### src/rtl/asic_sample_sequencer.sv
// asic_sample_sequencer: batch controller for the DAC -> ASIC -> XADC path.
// It walks num_samples codes from the input RAM, issues one ASIC conversion
// per code and stores each 16-bit result at the same index in the output RAM.
// A programmable settle gap follows every result write.
// Optional per-conversion watchdog: define ASIC_TIMEOUT_EN.
module asic_sample_sequencer #(
   parameter int ADDR_WIDTH     = 15,
   parameter int SETTLE_CYCLES  = 16,
   parameter int TIMEOUT_CYCLES = 4096
) (
   input  logic                  clk,
   input  logic                  rst,
   input  logic                  start,
   input  logic                  abort,
   input  logic [ADDR_WIDTH:0]   num_samples,
   output logic                  busy,
   output logic                  done,
   output logic                  error,
   output logic                  in_rd_en,
   output logic [ADDR_WIDTH-1:0] in_rd_addr,
   input  logic [15:0]           in_rd_data,
   output logic                  out_wr_en,
   output logic [ADDR_WIDTH-1:0] out_wr_addr,
   output logic [15:0]           out_wr_data,
   output logic                  asic_start,
   output logic [15:0]           asic_data_in,
   input  logic                  asic_ready,
   input  logic [15:0]           asic_data_out
);

   typedef enum logic [2:0] {
      S_IDLE,
      S_FETCH,
      S_LATCH,
      S_ISSUE,
      S_WAIT_BUSY,
      S_WAIT_DONE,
      S_SETTLE
   } state_t;

   // The settle counter also covers the write cycle itself, so it counts
   // 0..SETTLE_CYCLES; the +2 keeps the width non-zero when SETTLE_CYCLES=0.
   localparam int              SW          = $clog2(SETTLE_CYCLES + 2);
   localparam logic [SW-1:0]   SETTLE_LAST = SW'(SETTLE_CYCLES);

   state_t                  state;
   logic [ADDR_WIDTH-1:0]   index;
   logic [ADDR_WIDTH-1:0]   last_index;   // num_samples-1, fixed for the batch
   logic [SW-1:0]           settle_cnt;

`ifdef ASIC_TIMEOUT_EN
   localparam int            TW           = $clog2(TIMEOUT_CYCLES + 1);
   localparam logic [TW-1:0] TIMEOUT_LAST = TW'(TIMEOUT_CYCLES - 1);
   logic [TW-1:0]            wd_cnt;
`else
   // Without the watchdog the WAIT states block until the ASIC answers.
   assign error = 1'b0;
   logic unused_timeout;
   assign unused_timeout = (TIMEOUT_CYCLES != 0);
`endif

   // Sequencer FSM: state, index and every output are registered together.
   always_ff @(posedge clk or posedge rst) begin
      if (rst) begin
         state        <= S_IDLE;
         index        <= '0;
         last_index   <= '0;
         settle_cnt   <= '0;
         busy         <= 1'b0;
         done         <= 1'b0;
         in_rd_en     <= 1'b0;
         in_rd_addr   <= '0;
         out_wr_en    <= 1'b0;
         out_wr_addr  <= '0;
         out_wr_data  <= '0;
         asic_start   <= 1'b0;
         asic_data_in <= '0;
`ifdef ASIC_TIMEOUT_EN
         error        <= 1'b0;
         wd_cnt       <= '0;
`endif
      end else begin
         // NOTE: strobes default low here; a later non-blocking assignment in
         // this block overrides it, so each branch only raises what it needs.
         done       <= 1'b0;
         in_rd_en   <= 1'b0;
         out_wr_en  <= 1'b0;
         asic_start <= 1'b0;

         if (abort && state != S_IDLE) begin
            // An in-flight conversion is left to finish unobserved; the next
            // ISSUE waits for asic_ready before starting another one.
            state <= S_IDLE;
            busy  <= 1'b0;
            done  <= 1'b1;
         end else begin
            case (state)
               S_IDLE: begin
                  if (start) begin
`ifdef ASIC_TIMEOUT_EN
                     error <= 1'b0;
`endif
                     if (num_samples != '0) begin
                        last_index <= ADDR_WIDTH'(num_samples - 1'b1);
                        index      <= '0;
                        busy       <= 1'b1;
                        in_rd_en   <= 1'b1;
                        in_rd_addr <= '0;
                        state      <= S_FETCH;
                     end else begin
                        done <= 1'b1;
                     end
                  end
               end
               S_FETCH: state <= S_LATCH;
               S_LATCH: begin
                  asic_data_in <= in_rd_data;
                  state        <= S_ISSUE;
               end
               S_ISSUE: begin
                  if (asic_ready) begin
                     asic_start <= 1'b1;
                     state      <= S_WAIT_BUSY;
                  end
               end
               S_WAIT_BUSY: begin
                  // asic_start is still high in the start cycle; the ASIC has
                  // not had a chance to drop asic_ready yet, so ignore it.
                  if (!asic_start && !asic_ready) state <= S_WAIT_DONE;
               end
               S_WAIT_DONE: begin
                  if (asic_ready) begin
                     out_wr_en   <= 1'b1;
                     out_wr_addr <= index;
                     out_wr_data <= asic_data_out;
                     settle_cnt  <= '0;
                     state       <= S_SETTLE;
                  end
               end
               S_SETTLE: begin
                  if (settle_cnt == SETTLE_LAST) begin
                     if (index == last_index) begin
                        done  <= 1'b1;
                        busy  <= 1'b0;
                        state <= S_IDLE;
                     end else begin
                        index      <= index + 1'b1;
                        in_rd_en   <= 1'b1;
                        in_rd_addr <= index + 1'b1;
                        state      <= S_FETCH;
                     end
                  end else begin
                     settle_cnt <= settle_cnt + 1'b1;
                  end
               end
               default: state <= S_IDLE;
            endcase

`ifdef ASIC_TIMEOUT_EN
            // Watchdog: runs only while a conversion is outstanding.
            if (state == S_LATCH) begin
               wd_cnt <= '0;
            end else if (state == S_WAIT_BUSY || state == S_WAIT_DONE) begin
               if (wd_cnt == TIMEOUT_LAST) begin
                  error     <= 1'b1;
                  done      <= 1'b1;
                  busy      <= 1'b0;
                  out_wr_en <= 1'b0;
                  state     <= S_IDLE;
               end else begin
                  wd_cnt <= wd_cnt + 1'b1;
               end
            end
`endif
         end
      end
   end

endmodule

### config.mk
export PLATFORM = sky130hd
export DESIGN_NAME = asic_sample_sequencer
export DESIGN_NICKNAME = d
export VERILOG_FILES = /design/src/rtl/asic_sample_sequencer.sv
export SDC_FILE = /design/constraint.sdc
export NUM_CORES = 1
export LEC_CHECK = 0
export CAP_MARGIN = 20
export CORE_MARGIN = 5
export CORE_UTILIZATION = 35
export CTS_CLUSTER_SIZE = 24
export DETAILED_ROUTE_END_ITERATION = 10
export PLACE_DENSITY_LB_ADDON = 0.15
export SYNTH_ARGS = -nofsm -noshare
export SYNTH_HDL_FRONTEND = slang
export SYNTH_SLANG_ARGS = --single-unit
### constraint.sdc
create_clock -name clk -period 3.55 [get_ports clk]
set_clock_uncertainty 0.15 [all_clocks]
set_input_delay 0.71 -clock clk [delete_from_list [all_inputs] [get_ports clk]]
set_output_delay 0.71 -clock clk [all_outputs]
set_load 0.05 [all_outputs]
**Word-level counts from Yosys, hierarchy flattened**

Index checks and enable logic that the tools add are counted.
Widths: inputs -> output; s select.

- RAM bits: 0
- Input bits: 53
- Memory bits (read-only): 0
- Word-level logic and storage cells: 94
- Memories kept: 0
- Flip-flop bits (word level): 90
- Bits in latches: 0

- Multiplexer cells: 40
- Div/mod/pow operators: 0
- Reduce and logical (&&, ||, !) cells: 17
- Equal/unequal tests: 21
- Shifts and indexed selects: 0
- $lt $le $gt $ge: 0
- $mul: 0
- Bitwise operators: 1
- $add $sub $neg: 3

Operators by type and width:

| operator | number |
|---|---|
| $mux 15 | 4 |
| $pmux 15 s2 | 1 |
| $mux 1 | 21 |
| $mux 3 | 7 |
| $ne 3x3->1 const B | 7 |
| $pmux 3 s7 | 1 |
| $reduce_bool 16->1 | 1 |
| $add 15x1->15 const B | 1 |
| $eq 15x15->1 | 1 |
| $sub 15x1->15 const B | 1 |
| $ne 2x2->1 const B | 6 |
| $reduce_and 6->1 | 2 |
| $mux 5 | 2 |
| $pmux 5 s2 | 1 |
| $eq 3x3->1 const B | 3 |
| $reduce_and 4->1 | 2 |
| $eq 3x2->1 const B | 2 |
| $pmux 1 s2 | 3 |
| $reduce_bool 3->1 | 2 |
| $add 5x1->5 const B | 1 |
| $eq 5x5->1 const B | 1 |
| $reduce_and 5->1 | 1 |
| $reduce_bool 2->1 | 2 |
| $eq 3x1->1 const B | 1 |
| other kinds (6) | 8 |

**Depth between registers and ports, before layout**

- Depth after elaboration: 5
- Gate-level depth with buffers: 10

**Least setup slack after synthesis**

No wires, ideal clock.

- Kind: input port to flip-flop
- Start point: input port num_samples[0]
- End point: register index[12]
- Stages: 10
- Library setup time: 116 ps
- Arrival: 2304 ps
- Required time: 3284 ps
- Path slack: 980 ps
- Path buffers: 2
- Cells stage by stage: inv_1 -> ha_1 -> nor3b_1 -> nand4_1 -> nor2b_1 -> clkbuf_1 -> nor2_1 -> buf_2 -> nand2_1 -> o311ai_0

- Longest elaborated chain between the ends: 3

Ends and longest elaborated chain:

| element | line | RTL |
|---|---|---|
| from (decl) | 15 | `input logic [ADDR_WIDTH:0] num_samples,` |
| $reduce_bool 16->1 | 103 | `if (num_samples != '0) begin` |
| $ne 2x2->1 (no line) | n/a |  |
| $reduce_and 6->1 (no line) | n/a |  |
| to (signal assigned) | 147 | `index <= index + 1'b1;` |
| to (decl) | 47 | `logic [ADDR_WIDTH-1:0] index;` |

Every way passes these cells.
A chain may end at the register's enable or synchronous reset.

**Final worst setup path**

- Start point: input port num_samples[0]
- End point: register index[0]

Same word-level chain as after synthesis.

==> out/metrics.cfg <==
[run_status]
outcome = completed

[min_path]
holdPathStages = 2
hp-class = register to register
holdCritStartpoint = out_wr_data[15]
whs_endpoint = out_wr_data[15]

[pwr]
vdd_ir_drop_max_mv = 0.500
power_density_nw_per_um2 = 730
cellLeakagePower_nw = 2.66

[setup_path]
critPathLaunch = num_samples[0]
rr_worst_depth = 6
arrival_ns = 2.96
critPathMaxFanout = 14
end_kind = register
reg2reg_to = state[0]
cp_data_required_time_ns = 3.66
path_class = primary input to register
r2r_start = state[0]
critPathLaunchType = primary input
reg2reg_slack_ns = 0.95

[final_layout]
n_fill_cell = 1155
stdcell_count = 714
fin_area_sq_um = 5940
final_nets = 620
final_layout_size_suffix_gt1_share_pct = 8.99
syn_to_final_growth_pct = 40.6
antenna_cells = 0

[cts]
cts_tree = yes
ctsResizeCount = 0
numClockSinks = 90
clk_pin_slew_ns = 0.06
h-tree-depth = 3
clkLatencyLatePin_ns = 0.33
cts_buffer_depth = 2
cts_made_buffers = 9
cts_root_buf = clkbuf_16
ctsHoldBuffers = 0
postCtsSetupRepairBufs = 0

[global_routing]
grt_antenna_before_repair = 0
grt_max_degree = 54
grt_pass1_vias = 3640
grt_pass1_wl_um = 18100
overflow = 0
grt_use_total_pct = 15.6

[sta]
maxSlewHeadroom_pct = 53.7
min_period_over_period_pct = 80.4
finalSetupViolations = 0
layout_min_cycle_time_ns = 2.85
fin_setup_tns_ns = 0
hold_viol = 0
tightest_slew_ns = 0.694
max_freq_ghz = 0.350
slew_viol_final = 0
rsz0062_at_grt = false

[route]
drt_iter0_markers = 164
num_vias = 3579
first_pass_iters = 4
viasPerCell = 5.01
ant_nets = 0
drc = 0
drt_wl_total_um = 10800
avgRoutedWirePerCell_um = 15.1

[place]
portBuffers = 119
dp_hpwl_um = 7950
dpl-instance-area_sq_um = 5610
dp.cells = 699
place_congestion = 0.800

[yosys]
yosys.cell_types.count = 47
syn-num-nets = 500
avgSynthCellArea_sq_um = 9.53
yosysWarnings = 0
seq_area_frac_synth_pct = 53.3
synth_top_area_cell = dfrtp_1
synth_top_cells_by_count = 118 x nand2_1, 90 x dfrtp_1, 25 x nor2_1, 22 x o21ai_0, 22 x xor2_1
synthCells = 443
syn-cell-area_sq_um = 4220
synth_top_area_share_pct = 53.3
synth_edf_count = 0
synth.most_common_cell = nand2_1
synth.area.top_cells = dfrtp_1 53%, nand2_1 10%, xor2_1 4.6%
ys_seq_elements = 90
synth-async-reset-ratio_pct = 100
synth-main-ff-cell = dfrtp_1

[floorplan]
initial_core_util_pct = 35.5
die_area_sq_um = 14400
io_pins = 121
die_h_um = 120
die_w_um = 120
row_count = 40
core_area_sq_um = 11900

[flow_run]
drv_cap = 0

[layer usage]
metal | part of all wire (%) | global-route usage [%]
met1 | 47 | 21.4
met2 | 47 | 24.2
met3 | 4.9 | 3.16
met4 | 1.7 | 6.30
met5 | 0 | 0
[worst max-delay path by stage]
stage / end / slack [ns] / cells past startpoint
after floorplan: asic_data_in[0] / 0.35 / 1
after global placement: index[0] / 0.45 / 10
after detailed placement: index[0] / 0.32 / 10
after CTS: index[0] / 0.68 / 10
after global routing: index[0] / 0.47 / 10
final: index[0] / 0.70 / 10
[state kept, by name, summed over array words and instances, names as in the netlist, 3 cells and up]
register,count
asic_data_in,16
index,15
last_index,15
out_wr_addr,15
out_wr_data,16
settle_cnt,5
state,3
[cell families (layout without fill, tap and decap cells)]
group	after synthesis	count (layout)	synth area share, %
buffers and inverters	31	155	2.90
other	1	1	0.0888
muxes	20	20	5.24
xor gates and xnor gates	29	29	6.01
adders and majority gates	4	4	1.19
DFF	90	90	53.3
AOI/OAI and AO/OA	62	62	8.74
and+or+nand+nor	206	206	22.5
[stage by stage]
| stage | utilization, % | power [mW] | hold WS, ns | setup WS [ns] |
|---|---|---|---|---|
| floorplan | - | 2.71 | 0.319 | 0.355 |
| global placement | 47.1 | 3.32 | 0.308 | 0.447 |
| detailed placement | 47.1 | 3.34 | 0.311 | 0.324 |
| CTS | 49.8 | 4.40 | 0.326 | 0.683 |
| global route | 49.8 | 4.58 | 0.343 | 0.465 |
| finish | 49.8 | 4.34 | 0.323 | 0.695 |
[cells in the final DEF (no fill, tap or decap), types with 11 or more instances in the layout]
cell type,Yosys,routed
nor2_1,25,25
xor2_1,22,22
nand3_1,15,15
clkdlybuf4s50_1,0,119
dfrtp_1,90,90
o21ai_0,22,22
mux2_2,17,17
o21ai_1,11,11
nand2_1,118,118
[critical path, cell delays in order]
cell and delay, ns:
clkdlybuf4s50_1 0.47, inv_1 0.08, ha_1 0.18, nor3b_1 0.44, nand4_1 0.29, nor2b_1 0.24
nor2_1 0.09, buf_4 0.21, a21oi_1 0.09, mux2i_1 0.16
[report_power, final]
group | switching, mW | leakage [nW] | internal (mW)
sequential | 0.197 | 1.19 | 1.33
combinational | 1.12 | 1.32 | 0.660
clock | 0.383 | 0.154 | 0.651
[layout make-up]
class                           instances  area, sq um  area share, %
Clock buffer                           11          253           4.26
Clock inverter                          4         75.1           1.26
Inverter                               10         38.8          0.653
Multi-Input combinational cell        322         1850           31.1
Sequential cell                        90         2250           37.9
Tap cell                              147          184           3.10
Timing Repair Buffer                  130         1290           21.7
Power figures use the tool's default switching activity.
